[src/rtl/change_dispenser.sv]
// change_dispenser: pays a change amount (0.1-yuan units) greedily with
// 5-yuan, 1-yuan and 5-jiao coins through a single coin hopper. Each coin
// is a fixed-width drive pulse followed by an acknowledge window; a coin
// that never drops marks its denomination as empty.
module change_dispenser #(
  parameter int PULSE_CYCLES = 50,
  parameter int ACK_TIMEOUT  = 1000,
  parameter int INIT_5Y      = 10,
  parameter int INIT_1Y      = 10,
  parameter int INIT_5J      = 10
) (
  input  logic       clk,
  input  logic       rstn,
  input  logic       start,
  input  logic [6:0] amount,
  input  logic       refill,
  input  logic       coin_ack,
  output logic [2:0] coin_out,
  output logic       busy,
  output logic       done,
  output logic       short,
  output logic [6:0] remaining,
  output logic [7:0] inv_5y,
  output logic [7:0] inv_1y,
  output logic [7:0] inv_5j
);

  typedef enum logic [2:0] {
    IDLE     = 3'd0,
    SELECT   = 3'd1,
    DRIVE    = 3'd2,
    WAIT_ACK = 3'd3,
    FINISH   = 3'd4
  } state_t;

  // Counters only ever hold PARAM-1, so clog2 of the parameter is enough.
  localparam int PW = (PULSE_CYCLES > 1) ? $clog2(PULSE_CYCLES) : 1;
  localparam int TW = (ACK_TIMEOUT > 1) ? $clog2(ACK_TIMEOUT) : 1;

  // Index 0 = 5 jiao, 1 = 1 yuan, 2 = 5 yuan (matches coin_out bit order).
  localparam logic [6:0] COIN_VAL [3] = '{7'd5, 7'd10, 7'd50};
  localparam logic [7:0] INIT_INV [3] = '{8'(INIT_5J), 8'(INIT_1Y), 8'(INIT_5Y)};

  state_t          state_reg, state_next;
  logic [2:0]      coin_reg, coin_next;          // coin currently being paid
  logic [2:0]      coin_out_reg, coin_out_next;
  logic            busy_reg, busy_next;
  logic            done_reg, done_next;
  logic            short_reg, short_next;
  logic [6:0]      remaining_reg, remaining_next;
  logic [7:0]      inv_reg [3];
  logic [7:0]      inv_next [3];
  logic            ack_seen_reg, ack_seen_next;
  logic [PW-1:0]   pulse_cnt_reg, pulse_cnt_next;
  logic [TW-1:0]   tmo_cnt_reg, tmo_cnt_next;

  logic [2:0]      fit;
  logic [2:0]      pick;

  // A denomination fits when it is in stock and not worth more than what is owed.
  generate
    for (genvar gi = 0; gi < 3; gi++) begin : g_fit
      assign fit[gi] = (inv_reg[gi] != 8'd0) && (COIN_VAL[gi] <= remaining_reg);
    end
  endgenerate

  // Greedy choice: largest fitting coin wins.
  assign pick = fit[2] ? 3'b100 :
                fit[1] ? 3'b010 :
                fit[0] ? 3'b001 : 3'b000;

  // State and datapath registers; synchronous active-low reset.
  always_ff @(posedge clk) begin
    if (!rstn) begin
      state_reg     <= IDLE;
      coin_reg      <= 3'b000;
      coin_out_reg  <= 3'b000;
      busy_reg      <= 1'b0;
      done_reg      <= 1'b0;
      short_reg     <= 1'b0;
      remaining_reg <= 7'd0;
      inv_reg       <= INIT_INV;
      ack_seen_reg  <= 1'b0;
      pulse_cnt_reg <= '0;
      tmo_cnt_reg   <= '0;
    end else begin
      state_reg     <= state_next;
      coin_reg      <= coin_next;
      coin_out_reg  <= coin_out_next;
      busy_reg      <= busy_next;
      done_reg      <= done_next;
      short_reg     <= short_next;
      remaining_reg <= remaining_next;
      inv_reg       <= inv_next;
      ack_seen_reg  <= ack_seen_next;
      pulse_cnt_reg <= pulse_cnt_next;
      tmo_cnt_reg   <= tmo_cnt_next;
    end
  end

  // Next-state logic.
  always_comb begin
    state_next = state_reg;
    case (state_reg)
      IDLE:     if (start) state_next = SELECT;
      SELECT:   state_next = ((remaining_reg != 7'd0) && (pick != 3'b000)) ? DRIVE : FINISH;
      DRIVE:    if (pulse_cnt_reg == '0) state_next = WAIT_ACK;
      WAIT_ACK: if (ack_seen_reg || coin_ack || (tmo_cnt_reg == TW'(ACK_TIMEOUT - 1)))
                  state_next = SELECT;
      FINISH:   state_next = IDLE;
      default:  state_next = IDLE;
    endcase
  end

  // Output and datapath next values; busy/done follow the next state so they are registered.
  always_comb begin
    coin_next      = coin_reg;
    coin_out_next  = coin_out_reg;
    busy_next      = (state_next != IDLE);
    done_next      = (state_next == FINISH);
    short_next     = short_reg;
    remaining_next = remaining_reg;
    inv_next       = inv_reg;
    ack_seen_next  = ack_seen_reg;
    pulse_cnt_next = pulse_cnt_reg;
    tmo_cnt_next   = tmo_cnt_reg;
    case (state_reg)
      IDLE: begin
        if (refill) inv_next = INIT_INV;
        if (start) begin
          remaining_next = amount;
          short_next     = 1'b0;
        end
      end
      SELECT: begin
        if (remaining_reg == 7'd0) begin
          short_next = 1'b0;
        end else if (pick != 3'b000) begin
          coin_next      = pick;
          coin_out_next  = pick;
          pulse_cnt_next = PW'(PULSE_CYCLES - 1);
          ack_seen_next  = 1'b0;
        end else begin
          short_next = 1'b1;
        end
      end
      DRIVE: begin
        // An early drop is remembered; the pulse still runs its full width.
        if (coin_ack) ack_seen_next = 1'b1;
        if (pulse_cnt_reg == '0) begin
          coin_out_next = 3'b000;
          tmo_cnt_next  = '0;
        end else begin
          pulse_cnt_next = pulse_cnt_reg - 1'b1;
        end
      end
      WAIT_ACK: begin
        if (ack_seen_reg || coin_ack) begin
          for (int i = 0; i < 3; i++) begin
            if (coin_reg[i]) begin
              remaining_next = remaining_reg - COIN_VAL[i];
              if (inv_reg[i] != 8'd0) inv_next[i] = inv_reg[i] - 8'd1;
            end
          end
        end else if (tmo_cnt_reg == TW'(ACK_TIMEOUT - 1)) begin
          // Jam: treat this denomination as empty so the next pick goes smaller.
          for (int i = 0; i < 3; i++) begin
            if (coin_reg[i]) inv_next[i] = 8'd0;
          end
        end else begin
          tmo_cnt_next = tmo_cnt_reg + 1'b1;
        end
      end
      default: ;
    endcase
  end

  assign coin_out  = coin_out_reg;
  assign busy      = busy_reg;
  assign done      = done_reg;
  assign short     = short_reg;
  assign remaining = remaining_reg;
  assign inv_5y    = inv_reg[2];
  assign inv_1y    = inv_reg[1];
  assign inv_5j    = inv_reg[0];

endmodule

[config.mk]
export PLATFORM = sky130hd
export DESIGN_NAME = change_dispenser
export DESIGN_NICKNAME = d
export VERILOG_FILES = /design/src/rtl/change_dispenser.sv
export SDC_FILE = /design/constraint.sdc
export NUM_CORES = 1
export LEC_CHECK = 0
export ABC_CLOCK_PERIOD_IN_PS = 5400
export BUFFER_PORTS_ARGS = -buffer_cell sky130_fd_sc_hd__buf_2
export CORE_MARGIN = 1.5
export CORE_UTILIZATION = 40
export CTS_CLUSTER_DIAMETER = 100
export CTS_CLUSTER_SIZE = 16
export DETAILED_ROUTE_END_ITERATION = 8
export PLACE_DENSITY = 0.56
export SYNTH_ARGS = -nofsm -noshare
export SYNTH_HDL_FRONTEND = slang
export SYNTH_SLANG_ARGS = --single-unit
[constraint.sdc]
create_clock -name clk -period 5.4 [get_ports clk]
set_input_delay 0.81 -clock clk [delete_from_list [all_inputs] [get_ports clk]]
set_output_delay 0.81 -clock clk [all_outputs]
set_load 0.02 [all_outputs]
# Word level (Yosys, flattened, before mapping)
# Cells that the tools add are included.
dict set report classes {
  n_addsub 8
  order_cmp 3
  eq_ne 27
  muxes 47
  n_bitwise 1
  reduce_logical 29
}
# cell count
set op_table {}
lappend op_table {{$mux W24} 3}
lappend op_table {{$mux W8} 9}
lappend op_table {{$pmux W24 S2} 1}
lappend op_table {{$mux W7} 5}
lappend op_table {{$ne A3 B3 Y1 const B} 11}
lappend op_table {{$mux W10} 3}
lappend op_table {{$mux W3} 8}
lappend op_table {{$reduce_bool A8 Y1} 3}
lappend op_table {{$sub A8 B1 Y8 const B} 3}
lappend op_table {{$ne A2 B2 Y1 const B} 10}
lappend op_table {{$pmux W10 S2} 1}
lappend op_table {{$reduce_and A4 Y1} 5}
lappend op_table {{$mux W6} 3}
lappend op_table {{$reduce_and A6 Y1} 3}
lappend op_table {{$pmux W7 S2} 1}
lappend op_table {{$pmux W3 S4} 1}
lappend op_table {{$pmux W6 S2} 1}
lappend op_table {{$add A10 B1 Y10 const B} 1}
lappend op_table {{$eq A10 B10 Y1 const B} 1}
lappend op_table {{$reduce_bool A2 Y1} 4}
lappend op_table {{$le A3 B7 Y1 const A} 1}
lappend op_table {{$le A4 B7 Y1 const A} 1}
lappend op_table {{$le A6 B7 Y1 const A} 1}
lappend op_table {{$logic_not A7 Y1} 1}
lappend op_table {{20 further kinds} 34}
dict set report totals {
  register_bits 60
  in_bits 12
  wordCells 128
}

# Depth between registers and ports, before layout
# Gate-level depths: netlist of run 1.
dict set report logic_depth {
  depth_word 10
  mapped_depth 8
}

# Worst setup path before layout of run 1
# OpenSTA, ideal clock, no wires.
dict set report synth_timing {
  path_type {input port to flip-flop}
  from {input port refill}
  to {register inv_reg (netlist bit inv_5j[5])}
  setup_ps 70
  arrival_time_ps 2389
  slack_ps 2941
  cell_stages 6
  cell_sequence {or3b_1 a21oi_1 a41oi_2 buf_6 or4_1 a21oi_1}
}
dict set report synth_between {
  elab_chain_len 2
}
# item line
set synth_rtl {}
lappend synth_rtl {{from (decl)} 16} ;# input logic refill,
lappend synth_rtl {{$ne A2 B2 Y1 (no line)} --}
lappend synth_rtl {{$reduce_and A6 Y1 (no line)} --}
lappend synth_rtl {{to (signal assigned)} 94} ;# inv_reg <= inv_next;
lappend synth_rtl {{to (decl)} 51} ;# logic [7:0] inv_reg [3];
# Every way passes these cells.
# A chain may end at the register's enable or synchronous reset.

# Worst setup path after layout of run 1
dict set report layout_timing {
  from {input port coin_ack}
  to {register tmo_cnt_reg[8]}
}
dict set report layout_between {
  elab_chain_len 3
}
# item line
set layout_rtl {}
lappend layout_rtl {{from (decl)} 17} ;# input logic coin_ack,
lappend layout_rtl {{$logic_or A1 B1 Y1} 158} ;# if (ack_seen_reg || coin_ack) begin
lappend layout_rtl {{$ne A2 B2 Y1 (no line)} --}
lappend layout_rtl {{$reduce_and A4 Y1 (no line)} --}
lappend layout_rtl {{to (signal assigned)} 97} ;# tmo_cnt_reg <= tmo_cnt_next;
lappend layout_rtl {{to (decl)} 55} ;# logic [TW-1:0] tmo_cnt_reg, tmo_cnt_next;
# Every way passes these cells.

==> results.json, run 1 <==
{
  "outcome": "complete, no violations",
  "async_flop_share": 0,
  "rows": 34,
  "clock_latency_ns": 0.34,
  "worstPathArrival_ns": 3.10,
  "clk_pin_slew_worst_paths_ns": 0.07,
  "p_int_mw": 0.798,
  "crit_chain": "buf_2 > nor2_1 > o311ai_1 > a2111oi_2 > xnor2_1 > nor2_1",
  "syn_area_per_cell_um2": 8.14,
  "cts_tree": "done",
  "ctsHoldBuffers": 0,
  "finalHoldViolations": 0,
  "layout-drive-gt1-share": 0.175,
  "viasPerCell": 5.74,
  "fill_cells": 906,
  "drv_slew": 0,
  "cap_violations": 0,
  "wl_per_cell_um": 16.1,
  "grt_first_pass_wirelength_um": 15600,
  "r2r_slack_ns": 2.76,
  "min_period_ns": 2.88,
  "r2r_end": "pulse_cnt_reg[4]",
  "route.detailed.drc": 0,
  "cellPowerDensity_nw_per_um2": 308,
  "grt.total_usage": 0.205,
  "skew_ns": 0.0107,
  "ioPinCount": 49,
  "yosysWarnings": 0,
  "dp_hpwl_um": 6590,
  "grt.overflow.total": 0,
  "final.period_utilization": 0.533,
  "die_w_um": 97.0,
  "fin_ws_ns": 2.52,
  "gp_congestion": 0.850,
  "final_util": 0.464,
  "clockRootBuffer": "clkbuf_8",
  "setup.worst_path.class": "input pin to register",
  "cts_made_buffers": 9,
  "crit_fanout": 16,
  "initial_core_util": 0.409,
  "drt-initial-drc-count": 132,
  "critPathLaunch": "coin_ack",
  "r2r-start": "remaining[1]",
  "worstPathRequired_ns": 5.62,
  "p_clk_frac": 0.318,
  "dp_slack_ns": 2.18,
  "die_h_um": 97.0,
  "synth_fp_nets": 461,
  "crit_path_start_kind": "input pin",
  "ctsResizeCount": 0,
  "cts.sinks": 60,
  "power_mw": 1.23,
  "timing.fmax_ghz": 0.347,
  "setup_violations": 0,
  "comb_power_share": 0.261,
  "nets": 502,
  "crit_top_cell": "nor2_1",
  "hold_path_class": "register to register",
  "grt_pass1_vias": 3167,
  "placeableCoreArea_um2": 8640,
  "yosys_most_used_dff": "dfxtp_1",
  "critPathCaptureType": "register",
  "io_buffer_count": 48,
  "postRouteAntennaNets": 0,
  "routed_wl_um": 9500,
  "switching_power_mw": 0.437,
  "diodes": 0,
  "grt_max_degree": 30,
  "max_stage_delay_ns": 0.91,
  "die-area_um2": 9410,
  "vias": 3374,
  "synth_cell_types": 64,
  "rsz0062_at_grt": "false",
  "tightest_slew_ns": 1.22,
  "r2r.worst_path.cells": 7,
  "regArea_um2": 1200,
  "swShare": 0.354,
  "antenna_found_initial": 0,
  "peakVddDrop_v": 0.000221,
  "post-cts-setup-buffer-count": 0,
  "p_leak_nw": 1.49,
  "synth_cells": 434,
  "largest_reg_flops": 10,
  "synth_seq_cells": 60,
  "drt-pass1-iter-count": 5,
  "max-slew-margin-rel": 0.183,
  "syn_to_final_growth_pct": 13.3,
  "multi_input_area_um2": 2160,
  "syn_area_um2": 3530,
  "hold_ws_ns": 0.486,
  "seqPwrFrac": 0.421,
  "h-tree-depth": 3,
  "cpMaxStageDelayCell": "nor2_1",
  "fin_tns_setup_ns": 0,
  "ys_seq_area_frac": 0.340,
  "cts_buffer_depth": 2,
  "synth_edf_count": 0,
  "endpoint": "tmo_cnt_reg[8]"
}
[how the worst min path moves through the flow]
stage	startpoint	to	slack [ns]	cells past startpoint
after floorplan	tmo_cnt_reg[1]	tmo_cnt_reg[1]	0.47	2
after global placement	inv_1y[6]	inv_1y[6]	0.46	1
after detailed placement	inv_1y[6]	inv_1y[6]	0.47	1
after CTS	inv_1y[6]	inv_1y[6]	0.49	1
after global routing	inv_5y[6]	inv_5y[6]	0.51	1
final	inv_1y[6]	inv_1y[6]	0.49	1
[area by class of cell]
| class | instances | area share |
|---|---|---|
| multi-input cells | 334 | 0.538 |
| flip-flops and latches | 60 | 0.300 |
| repair buffers | 50 | 0.0637 |
| well taps | 108 | 0.0337 |
| clock buffers | 11 | 0.0328 |
| inverters | 20 | 0.0187 |
| clock inverters | 5 | 0.0131 |
[logic make-up (layout without fill, tap and decap cells)]
| family | count (synthesis) | count (layout) | synth area share |
|---|---|---|---|
| xor gates and xnor gates | 11 | 11 | 0.0273 |
| and+or+nand+nor | 170 | 170 | 0.253 |
| DFF | 60 | 60 | 0.340 |
| adders and majority gates | 15 | 15 | 0.0531 |
| muxes | 3 | 3 | 0.00920 |
| buffers and inverters | 40 | 86 | 0.0503 |
| AOI/OAI and AO/OA | 135 | 135 | 0.267 |
[routing by layer]
metal,part of all wire,track usage,vias up
li1,-,-,1715
met1,0.49,0.276,1583
met2,0.45,0.321,72
met3,0.047,0.0527,4
met4,0.0075,0.0647,0
met5,0,0,-
[cell usage after synthesis (12+ instances only)]
master    instances  area share
nor3_1           16       0.023
a21oi_1          32       0.045
inv_1            20       0.021
nor2_1           36       0.038
clkbuf_1         13       0.014
nand3_1          18       0.025
dfxtp_1          60        0.34
ha_1             15       0.053
a31oi_1          15       0.027
o21ai_0          24       0.034
or3_1            12       0.021
nand2_1          35       0.037
[per-stage QoR]
step | cells | cell area, um2
2_1_floorplan | 434 | 3530
3_3_place_gp | 572 | 3820
3_5_place_dp | 572 | 3820
4_1_cts | 588 | 4010
5_1_grt | 588 | 4010
6_report | 588 | 4010
[worst max-delay path: cells and delay by family]
family | cells | cell delay (ns)
AO/OA/AOI/OAI | 2 | 1.06
AND/OR/NAND/NOR | 2 | 0.96
XOR/XNOR | 1 | 0.16
buffers and inverters | 1 | 0.11
[placed cells by master (no fill, tap or decap), drive strengths merged, types with 4 or more instances in the layout]
cell type	count
a211o	4
a211oi	9
a21o	5
a21oi	32
a311oi	5
a31oi	16
buf	50
clkbuf	11
dfxtp	60
ha	15
inv	20
nand2	35
nand2b	7
nand3	18
nor2	36
nor3	16
nor3b	4
nor4	9
o211ai	4
o21ai	24
o31ai	9
or3	15
or3b	4
or4	5
xnor2	10
[power by group through the flow]
stage,combinational [mW],sequential (mW),clock [mW]
after floorplan,0.240,0.526,0
after global placement,0.318,0.527,0
after detailed placement,0.319,0.528,0
after CTS,0.320,0.518,0.409
after global routing,0.361,0.526,0.429
final,0.322,0.520,0.393
Power figures use the tool's default switching activity.
==> inputs of run 2 (changes only) <==
Settings changed: ABC_CLOCK_PERIOD_IN_PS 5400 to 3000.
Clock period 5.4 ns to 3 ns, I/O delays scaled along.
==> run 2 against run 1 <==
Register-to-register slack worse by 2.3 ns. Die area did not move. Final area increased by 1.4%. Clock power is 73% higher. Cell count rose by 1.4%. Clock skew shrank 0.0053 ns. Hold slack worse by 0.099 ns. Via count is 2.6% higher. Largest power group unchanged.
==> results.json, run 2 (synthesis results as in run 1) <==
{
  "clockRootBuffer": "clkbuf_8",
  "cap_violations": 0,
  "rsz0062_at_grt": "false",
  "final_cell_mix": "dfxtp_1 (60), buf_2 (48), nor2_1 (36)",
  "syn_to_final_growth_pct": 15.0,
  "grt.total_usage": 0.210,
  "grt_first_pass_wirelength_um": 16100,
  "routed_wl_um": 9660,
  "layout-drive-gt1-share": 0.186,
  "ioPinCount": 49,
  "fin_tns_setup_ns": 0,
  "cellPowerDensity_nw_per_um2": 545,
  "diodes": 0,
  "cpLargestDelayFamily": "simple AND/OR/NAND/NOR gates",
  "nets": 510,
  "critPathCaptureType": "register",
  "rows": 34,
  "grt.overflow.total": 0,
  "die_w_um": 97.0,
  "ctsHoldBuffers": 0,
  "postRouteAntennaNets": 0,
  "fill_cells": 871,
  "initial_core_util": 0.409,
  "drt-initial-drc-count": 127,
  "drt-pass1-iter-count": 4,
  "drv_slew": 0,
  "p_leak_nw": 1.54,
  "clk_pin_slew_worst_paths_ns": 0.07,
  "min_period_ns": 2.57,
  "gp_congestion": 0.857,
  "largest_reg_flops": 10,
  "tightest_slew_ns": 1.02,
  "crit_fanout": 11,
  "post-cts-setup-buffer-count": 0,
  "timing.fmax_ghz": 0.390,
  "worstPathRequired_ns": 3.27,
  "io_buffer_count": 48,
  "hold_path_class": "input pin to register",
  "cts_made_buffers": 9,
  "grt_pass1_vias": 3297,
  "power_mw": 2.22,
  "cts.sinks": 60,
  "viasPerCell": 5.81,
  "setup_violations": 0,
  "antenna_found_initial": 0,
  "die_h_um": 97.0,
  "crit_chain": "ha_1 > or3b_4 > o31ai_4 > a41oi_2 > or4_1 > a21oi_1",
  "placeableCoreArea_um2": 8640,
  "grt_max_degree": 23,
  "vias": 3463,
  "dp_hpwl_um": 6890,
  "critPathBufInv": 0,
  "worstPathArrival_ns": 2.84,
  "final.period_utilization": 0.855,
  "m1WireLength_um": 4720,
  "max-slew-margin-rel": 0.310,
  "ctsResizeCount": 0,
  "cts_buffer_depth": 2,
  "skew_ns": 0.00542,
  "peakVddDrop_v": 0.000293,
  "top_layer": "met4",
  "die-area_um2": 9410,
  "cts_tree": "done",
  "h-tree-depth": 3,
  "crit_path_start_kind": "register",
  "max_stage_delay_ns": 0.54,
  "wl_met2_um": 4410,
  "wl_per_cell_um": 16.2,
  "hold_ws_ns": 0.387,
  "cpMaxStageDelayCell": "or4_1",
  "layout_commonest_cell": "dfxtp_1",
  "clock_latency_ns": 0.34,
  "wl_met3_um": 394,
  "outcome": "complete, no violations",
  "route.detailed.drc": 0,
  "finalHoldViolations": 0,
  "setup.worst_path.class": "register to register"
}
run 2: layout make-up:
type / count / area (um2) / area share
flip-flops and latches: 60 / 1200 / 0.296
repair buffers: 58 / 315 / 0.0776
multi-input cells: 334 / 2160 / 0.530
inverters: 20 / 75.1 / 0.0185
clock inverters: 1 / 5.00 / 0.00123
well taps: 108 / 135 / 0.0333
clock buffers: 15 / 176 / 0.0434
run 2: tightest hold or removal path: stages:
cell and delay (ns):
buf_2 0.10, nand3_1 0.06, a31oi_1 0.07
run 2: power breakdown:
part / switching [mW] / total [mW] / internal (mW)
logic: 0.380 / 0.602 / 0.222
registers: 0.0846 / 0.934 / 0.850
clock network: 0.312 / 0.680 / 0.368
run 2: path summary, 6_finish.rpt:
kind,end,from,slack (ns),cells after the start
worst min register to register,inv_1y[6],inv_1y[6],0.48,1
worst min-delay path,remaining[5],amount[5],0.39,3
worst max-delay path,inv_5j[7],tmo_cnt_reg[0],0.43,6
worst max register to register,inv_5j[7],tmo_cnt_reg[0],0.43,6
run 2: through the flow:
stage | instances | util | worst slack, ns | instance area [um2]
6_report | 596 | 0.471 | 0.435 | 4060
5_1_grt | 596 | 0.471 | 0.193 | 4060
4_1_cts | 596 | 0.471 | 0.438 | 4060
3_5_place_dp | 580 | 0.450 | 0.467 | 3880
3_3_place_gp | 580 | 0.450 | 0.533 | 3880
2_1_floorplan | 434 | - | 0.740 | 3530
run 2: layer usage:
layer  vias up  track usage
li1       1723            -
met1      1639        0.279
met2        85        0.336
met3        16       0.0556
met4         0       0.0624
met5         -            0
==> inputs of run 3 (changes only) <==
Settings changed: CORE_UTILIZATION 40 to 25, PLACE_DENSITY 0.56 to 0.38, SLEW_MARGIN set to 0, TNS_END_PERCENT set to 30.
==> run 3 against run 2 <==
Non-clock buffer count up 1. Sequential cell count unchanged. Combinational power rose by 2%. Global-route usage fell by 5.7 points.
==> results.json, run 3 (synthesis results as in run 1) <==
{
  "cpLargestDelayFamily": "compound AO/OA/AOI/OAI gates",
  "layout-drive-gt1-share": 0.186,
  "clock_latency_ns": 0.34,
  "io_buffer_count": 48,
  "skew_ns": 0.00881,
  "drt-pass1-iter-count": 4,
  "rows": 43,
  "fill_cells": 1498,
  "h-tree-depth": 3,
  "drt-initial-drc-count": 157,
  "max-slew-margin-rel": 0.313,
  "final_cell_mix": "dfxtp_1 (60), buf_2 (48), nor2_1 (36)",
  "clk_pin_slew_worst_paths_ns": 0.05,
  "ctsResizeCount": 0,
  "p_leak_nw": 1.57,
  "grt.overflow.total": 0,
  "rsz0062_at_grt": "false",
  "wl_per_cell_um": 16.4,
  "ioPinCount": 49,
  "crit_path_start_kind": "register",
  "layout_commonest_cell": "dfxtp_1",
  "final.period_utilization": 0.870,
  "grt.total_usage": 0.154,
  "r2r.worst_path.cells": 7,
  "nets": 511,
  "dp_hpwl_um": 7960,
  "routed_wl_um": 11000,
  "max_stage_delay_ns": 0.47,
  "grt_first_pass_wirelength_um": 17600,
  "syn_to_final_growth_pct": 19.7,
  "worstPathRequired_ns": 3.22,
  "postRouteAntennaNets": 0,
  "critPathCaptureType": "register",
  "ctsHoldBuffers": 0,
  "timing.fmax_ghz": 0.383,
  "largest_reg_flops": 10,
  "crit_fanout": 10,
  "setup.worst_path.class": "register to register",
  "power_mw": 2.47,
  "cellPowerDensity_nw_per_um2": 584,
  "initial_core_util": 0.256,
  "placeableCoreArea_um2": 13800,
  "r2r_end": "pulse_cnt_reg[0]",
  "post-cts-setup-buffer-count": 0,
  "critical_path_depth": 7,
  "worstPathArrival_ns": 2.83,
  "tightest_slew_ns": 1.01,
  "r2r_slack_ns": 0.39,
  "critPathLaunch": "remaining[1]",
  "cts_buffer_depth": 2,
  "critPathBufInv": 1,
  "crit_chain": "inv_1 > ha_1 > nand2b_1 > o211a_1 > o21ai_0 > a31oi_2 > o311a_1",
  "endpoint": "pulse_cnt_reg[0]",
  "gp_congestion": 0.775,
  "finalHoldViolations": 0,
  "grt_pass1_vias": 3284,
  "cpMaxStageDelayCell": "o21ai_0",
  "r2r-start": "remaining[1]",
  "die_w_um": 122,
  "clockRootBuffer": "clkbuf_16",
  "die_h_um": 122,
  "route.detailed.drc": 0,
  "cts_made_buffers": 9,
  "cts.sinks": 60,
  "cap_violations": 0,
  "drv_slew": 0,
  "setup_violations": 0,
  "viasPerCell": 5.17,
  "diodes": 0,
  "die-area_um2": 14900,
  "peakVddDrop_v": 0.000239,
  "vias": 3451,
  "hold_path_class": "input pin to register",
  "cts_tree": "done",
  "min_period_ns": 2.61,
  "antenna_found_initial": 0,
  "grt_max_degree": 23,
  "fin_tns_setup_ns": 0,
  "outcome": "complete, no violations"
}
run 3: metrics by stage:
step	setup WS (ns)	hold WS [ns]	std cells	util	cell area, um2
after floorplan	0.740	0.473	434	-	3530
after global placement	0.390	0.471	653	0.288	3980
after detailed placement	0.415	0.478	653	0.288	3980
after CTS	0.393	0.389	668	0.306	4230
after global routing	0.157	0.432	668	0.306	4230
final	0.389	0.399	668	0.306	4230
run 3: worst min-delay path by stage:
stage                    from             end  cells past startpoint
6_report            amount[5]    remaining[5]                      3
4_1_cts             amount[5]    remaining[5]                      3
2_1_floorplan  tmo_cnt_reg[1]  tmo_cnt_reg[1]                      2
3_5_place_dp        inv_5y[6]       inv_5y[6]                      1
3_3_place_gp        inv_5y[6]       inv_5y[6]                      1
5_1_grt             amount[5]    remaining[5]                      3
run 3: routing by layer:
metal  share of wire  up-vias  routed length, um  global-route usage
met5               0        -                  0                   0
met4           0.015        0                159              0.0515
met3           0.039       14                422              0.0421
met2            0.46       61               5010               0.242
met1            0.49     1641               5370               0.203
li1                -     1735                  -                   -
run 3: tightest hold or removal path, cell delays in order:
cell and delay [ns]:
buf_2 0.10, nand3_1 0.06, a31oi_1 0.08
run 3: area by class of cell:
class	instances	area, um2	share of cell area
Timing Repair Buffer	59	323	0.0763
Clock inverter	3	15.0	0.00355
Sequential cell	60	1200	0.284
Inverter	20	75.1	0.0177
Clock buffer	12	236	0.0559
Tap cell	180	225	0.0532
Multi-Input combinational cell	334	2160	0.509
run 3: report_power, final:
group	internal (mW)	total, mW	switching, mW	leakage, nW
Sequential	0.851	0.938	0.0873	0.486
Clock	0.549	0.915	0.366	0.126
Combinational	0.223	0.616	0.393	0.960
